`src/rtl/demux_select_sequencer.sv`:
```
// Break-before-make upstream driver for a 1:8 demultiplexer: accepts channel
// requests (or auto-scans 0..7) and sequences I and S2..S0 through SETUP/DRIVE/GUARD.
module demux_select_sequencer #(
   parameter int HOLD_CYCLES = 200,
   parameter int CNT_W       = 8
) (
   input  logic       clk,
   input  logic       rst,
   input  logic       req_valid,
   output logic       req_ready,
   input  logic [2:0] req_sel,
   input  logic       req_data,
   input  logic       scan_en,
   output logic       I,
   output logic       S2,
   output logic       S1,
   output logic       S0,
   output logic       busy,
   output logic       done,
   output logic [2:0] scan_ptr
);

   localparam logic [CNT_W-1:0] LAST_CNT = CNT_W'(HOLD_CYCLES - 1);

   typedef enum logic [1:0] {
      ST_IDLE,
      ST_SETUP,
      ST_DRIVE,
      ST_GUARD
   } state_t;

   state_t           state, state_nxt;
   logic [2:0]       sel_q, sel_nxt;
   logic             data_q, data_nxt;
   logic [2:0]       scan_ptr_q, scan_ptr_nxt;
   logic [CNT_W-1:0] cnt_q, cnt_nxt;

   // NOTE: sequential state uses non-blocking assignments only, so every
   // register samples the pre-edge values and evaluation order cannot matter.
   always_ff @(posedge clk or posedge rst) begin
      if (rst) begin
         state      <= ST_IDLE;
         sel_q      <= 3'd0;
         data_q     <= 1'b0;
         scan_ptr_q <= 3'd0;
         cnt_q      <= '0;
      end else begin
         state      <= state_nxt;
         sel_q      <= sel_nxt;
         data_q     <= data_nxt;
         scan_ptr_q <= scan_ptr_nxt;
         cnt_q      <= cnt_nxt;
      end
   end

   // NOTE: every signal written here gets a hold-value default first; a path
   // that skips an assignment would otherwise infer a latch.
   always_comb begin
      state_nxt    = state;
      sel_nxt      = sel_q;
      data_nxt     = data_q;
      scan_ptr_nxt = scan_ptr_q;
      cnt_nxt      = cnt_q;

      case (state)
         ST_IDLE: begin
            // An external request wins over scan and leaves scan_ptr untouched.
            if (req_valid) begin
               sel_nxt   = req_sel;
               data_nxt  = req_data;
               state_nxt = ST_SETUP;
            end else if (scan_en) begin
               sel_nxt      = scan_ptr_q;
               data_nxt     = 1'b1;
               scan_ptr_nxt = scan_ptr_q + 3'd1;
               state_nxt    = ST_SETUP;
            end
         end
         ST_SETUP: begin
            cnt_nxt   = '0;
            state_nxt = ST_DRIVE;
         end
         ST_DRIVE: begin
            if (cnt_q == LAST_CNT) begin
               state_nxt = ST_GUARD;
            end else begin
               cnt_nxt = cnt_q + CNT_W'(1);
            end
         end
         ST_GUARD: begin
            state_nxt = ST_IDLE;
         end
         default: begin
            state_nxt = ST_IDLE;
         end
      endcase
   end

   // Selects only load on accept, so they are frozen for the whole SETUP..GUARD
   // window; I is decoded from state and goes low the instant reset asserts.
   assign {S2, S1, S0} = sel_q;
   assign I            = (state == ST_DRIVE) && data_q;
   assign req_ready    = (state == ST_IDLE);
   assign busy         = (state != ST_IDLE);
   assign done         = (state == ST_GUARD);
   assign scan_ptr     = scan_ptr_q;

endmodule
```
`config.mk`:
```
export PLATFORM = sky130hd
export DESIGN_NAME = demux_select_sequencer
export DESIGN_NICKNAME = d
export VERILOG_FILES = /design/src/rtl/demux_select_sequencer.sv
export SDC_FILE = /design/constraint.sdc
export NUM_CORES = 1
export LEC_CHECK = 0
export ABC_CLOCK_PERIOD_IN_PS = 2200
export BUFFER_PORTS_ARGS = -buffer_cell sky130_fd_sc_hd__buf_2
export CAP_MARGIN = 10
export CORE_UTILIZATION = 40
export CTS_CLUSTER_SIZE = 28
export DETAILED_ROUTE_END_ITERATION = 10
export PLACE_DENSITY_LB_ADDON = 0.12
export SLEW_MARGIN = 10
export SYNTH_ARGS = -nofsm -noshare
export SYNTH_HDL_FRONTEND = slang
export SYNTH_SLANG_ARGS = --single-unit
```
`constraint.sdc`:
```
create_clock -name clk -period 2.2 [get_ports clk]
set_input_delay 0.22 -clock clk [delete_from_list [all_inputs] [get_ports clk]]
set_output_delay 0.22 -clock clk [all_outputs]
set_load 0.05 [all_outputs]
```
# ---- Yosys cells after proc, flatten, opt, wreduce, memory -nomap -nowiden
# Cells that the tools add are included.
dict set report totals {
  regBits 17
  input_bits 8
  output_inout_bits 10
}
dict set report classes {
  n_addsub 2
  eq_ne 7
  n_mux 10
  bitwise_logic 1
  reduce_logical 9
}
# cell count
set op_table {}
lappend op_table {{one-hot mux 8 bit (2 select lines)} 1}
lappend op_table {{adder 8 x 1 -> 8 bit (second input constant)} 1}
lappend op_table {{equality test 8 bit (second input constant)} 1}
lappend op_table {{two-way mux 8 bit} 1}
lappend op_table {{one-hot mux 2 bit (4 select lines)} 1}
lappend op_table {{two-way mux 2 bit} 3}
lappend op_table {{two-way mux 3 bit} 2}
lappend op_table {{AND reduction 2 bit} 3}
lappend op_table {{nonzero test 2 bit} 3}
lappend op_table {{equality test 2 bit (second input constant)} 2}
lappend op_table {{!= test 2 bit (second input constant)} 2}
lappend op_table {{adder 3 x 1 -> 3 bit (second input constant)} 1}
lappend op_table {{!= test 3 x 2 -> 1 bit (second input constant)} 1}
lappend op_table {{AND reduction 3 bit} 1}
lappend op_table {{equality test 2 x 1 -> 1 bit (second input constant)} 1}
lappend op_table {{zero test 2 bit} 1}
lappend op_table {{two-way mux 1 bit} 2}
lappend op_table {{logical AND 1 bit} 1}
lappend op_table {{inverter 1 bit} 1}

# ---- Longest topological paths before layout
dict set report depth {
  ltp_word 3
  ltp_mapped 5
  ltp_nobuf 5
}

# ---- Least setup slack after synthesis
# Ideal clock, no wire load.
dict set report synth_timing {
  path_type {flip-flop to flip-flop}
  from {register state[0]}
  to {register state[0]}
  setup_time_ns 0.077
  arrival_ns 1.852
  required_ns 2.123
  slack_ns 0.271
  path_stages_with_launch 6
  cell_sequence {dfrtp_1 inv_1 ha_1 or3b_1 mux2_2 a21oi_1}
}
dict set report synth_via {
  elab_chain_len 3
  word_cells_on_any_way 8
}
# item line_no
set synth_lines {}
lappend synth_lines {{from (decl)} 32} ;# state_t state, state_nxt;
lappend synth_lines {{from (signal assigned)} 48} ;# state <= state_nxt;
lappend synth_lines {{zero test 2 bit *} n/a}
lappend synth_lines {{net req_ready} 10} ;# output logic req_ready,
lappend synth_lines {{!= test 3 x 2 -> 1 bit (no source line)} n/a}
lappend synth_lines {{AND reduction 2 bit (no source line)} n/a}
# The timed path passes the listed nets; every way through them passes the cells marked *.
# A chain may end at the register's enable or synchronous reset.

# ---- Worst setup path in the final report
dict set report layout_timing {
  from {register state[0]}
  to {output port I}
}
dict set report layout_via {
  elab_chain_len 2
}
# item line_no
set layout_lines {}
lappend layout_lines {{equality test 2 bit} 102} ;# assign I = (state == ST_DRIVE) && data_q;
lappend layout_lines {{logical AND 1 bit} 102}
lappend layout_lines {{to (decl)} 14} ;# output logic I,
# No other way between the ends.

==> flow_metrics.py <==
metrics = {
    "outcome": {
        "status": "complete, but fails checks",
        "violations": "hold timing",
    },
    "final_layout": {
        "area_growth_pct": 15.55,
        "num_antenna_cells": 0,
        "final_cells": 146,
        "drive_gt1_share_pct": 26.27,
        "final_cell_mix": "dfrtp_1, buf_2, inv_1",
        "nets": 134,
    },
    "logic_synthesis": {
        "ys_warn_count": 0,
        "postSynthNetCount": 112,
        "netlist_instances": 97,
        "ys_types": 35,
        "async_flop_share_pct": 100.0,
        "avgSynthCellArea_um2": 10.04,
        "synth_top_area_share_pct": 43.70,
        "synth_top_area_cell": "dfrtp_1",
        "synth-edff-count": 0,
        "yosys-top-cells-area": "dfrtp_1, ha_1, a21oi_1",
        "post_synth_instance_area_um2": 973.4,
        "synthFlopType": "dfrtp_1",
        "seq_area_frac_synth_pct": 43.70,
        "ys_ff_latch": 17,
    },
    "timing": {
        "setup_viol": 0,
        "fmax_mhz": 573.6,
        "tightest_slew_ps": 661.4,
        "worst_slack_ps": 456.5,
        "fin_crit_ps": 1743,
        "period_share_pct": 79.25,
        "hold_ws_ps": -6.686,
        "skew_ps": 5.153,
        "rsz0062_at_grt": "false",
        "relSlewSlack_pct": 55.86,
        "finalMaxSlewViolations": 0,
        "finalHoldViolations": 10,
        "fin_setup_tns_ps": 0,
    },
    "die": {
        "ioPinCount": 18,
        "num_rows": 17,
        "fp.dieH_um": 51.33,
        "initial_utilization_pct": 43.17,
        "core_area_um2": 2255,
        "fp.dieArea_um2": 2635,
        "die_w_um": 51.33,
    },
    "pwr": {
        "irDropWorstVdd_v": 0.0007282,
        "seqPwrFrac_pct": 31.5,
        "leakage_nw": 0.5398,
        "p_clk_share_pct": 10.7,
        "pwr-share-comb_pct": 57.8,
        "pwr_density_cell_nw_per_um2": 1466,
        "switching_share_pct": 52.41,
        "power.internal_mw": 0.7847,
        "p_sw_mw": 0.8641,
    },
    "routing": {
        "drt-initial-drc-count": 13,
        "wl_met2_um": 810,
        "dr_wl_met3_um": 71,
        "drc_errors": 0,
        "drt_wl_total_um": 1933,
        "wl_met1_um": 1033,
        "dr.max_layer_used": "met4",
        "ant_nets": 0,
        "viasPerCell": 5.342,
        "dr_total_vias": 780,
        "wl_per_cell_um": 13.24,
        "first_pass_iters": 4,
    },
    "run": {
        "maxCapViolCount": 0,
    },
    "critical_path": {
        "cp-start-kind": "flip-flop",
        "crit_path_end_kind": "output port",
        "path_class": "flip-flop to output port",
        "reg2reg_depth": 5,
        "crit_path_max_fanout": 5,
        "arrival_ps": 1520,
        "worst_ep_required_time_ps": 1980,
    },
    "clock_network": {
        "clockBufferDepth": 2,
        "cts_sinks": 17,
        "cts_tree": "built",
        "clock_latency_ps": 290,
        "ctsHoldBuffers": 0,
        "path_clk_slew_ps": 110,
        "post_cts.repair.setup_buffers": 0,
        "h-tree-depth": 1,
        "cts-resized-gates": 0,
        "numCtsBuffers": 3,
        "cts_root_buffer": "clkbuf_4",
    },
    "global_route": {
        "grt_max_degree": 18,
        "grtUsageTotal_pct": 17.44,
        "overflow": 0,
        "grt_pass1_wl_um": 3401,
        "first_global_vias": 733,
        "antenna_found_initial": 0,
    },
    "placed_design": {
        "place_congestion": 0.7631,
        "dp_cells": 142,
        "hpwlAfterDp_um": 1399,
        "place_ws_ps": 479.0,
        "portBuffers": 17,
    },
    "worst_hold_path": {
        "hold_class": "input port to async pin",
    },
}
[cells by family after synthesis]
family / after synthesis / share of synthesized area [%]
compound gates: 27 / 19.67
mux: 4 / 4.370
xor+xnor: 2 / 1.800
simple gates: 30 / 17.61
buf+inv: 10 / 3.855
fa+ha+maj: 7 / 8.997
flops: 17 / 43.70
[Yosys cell counts (all sizes together) (2+ instances only)]
cell	count
dfrtp	17
mux2i	2
ha	7
and3	2
o211ai	3
nand2	8
mux2	2
or3b	2
o21ai	6
xnor2	2
a21oi	7
inv	9
a22oi	2
nor2	5
nand3	4
[critical path, stage by stage, from the launching register on]
cell and delay, ps:
dfrtp_1 410, inv_1 140, ha_1 200, inv_1 110, nor2_1 100, buf_2 260
[through the flow]
step | cell area [um2] | util, % | total power [mW]
2_1_floorplan | 973.4 | - | 1.268
3_3_place_gp | 1097 | 48.67 | 1.469
3_5_place_dp | 1097 | 48.67 | 1.483
4_1_cts | 1125 | 49.89 | 1.664
5_1_grt | 1125 | 49.89 | 1.793
6_report | 1125 | 49.89 | 1.649
[path summary, 6_finish.rpt]
check	endpoint	startpoint	slack [ps]
setup / recovery	I	state[0]	460
hold / removal	scan_ptr[1]	rst	-7
setup reg to reg	state[0]	state[1]	460
hold reg to reg	sel_q[0]	sel_q[0]	500
max in group asynchronous	state[0]	rst	1780
min in group clk	data_q	req_data	190
[flip-flops by register name, indices dropped and copies added, names as in the netlist]
signal,flops
state,2
scan_ptr,3
cnt_q,8
sel_q,3
data_q,1
[final cells by class]
cell class / instances / area (um2)
sequential: 17 / 425.4
multi-input combinational: 70 / 510.5
tap: 28 / 35.03
fill: 238 / 1130
clock inverter: 1 / 5.005
inverter: 9 / 33.78
timing repair buffer: 18 / 92.59
clock buffer: 3 / 22.52
[power by group through the flow]
| stage | sequential [mW] | combinational (mW) | clock (mW) |
|---|---|---|---|
| floorplan | 0.688 | 0.580 | 0 |
| CTS | 0.520 | 0.960 | 0.184 |
| finish | 0.520 | 0.952 | 0.177 |
| detailed placement | 0.526 | 0.957 | 0 |
| global placement | 0.520 | 0.949 | 0 |
| global route | 0.544 | 1.06 | 0.193 |
[metal layers]
layer / vias to the layer above / global-route usage (%)
met1: 366 / 26.39
met3: 2 / 2.679
met2: 15 / 23.90
met5: - / 0
met4: 0 / 8.108
li1: 397 / -
No activity file was read; power rests on OpenSTA's default activity.
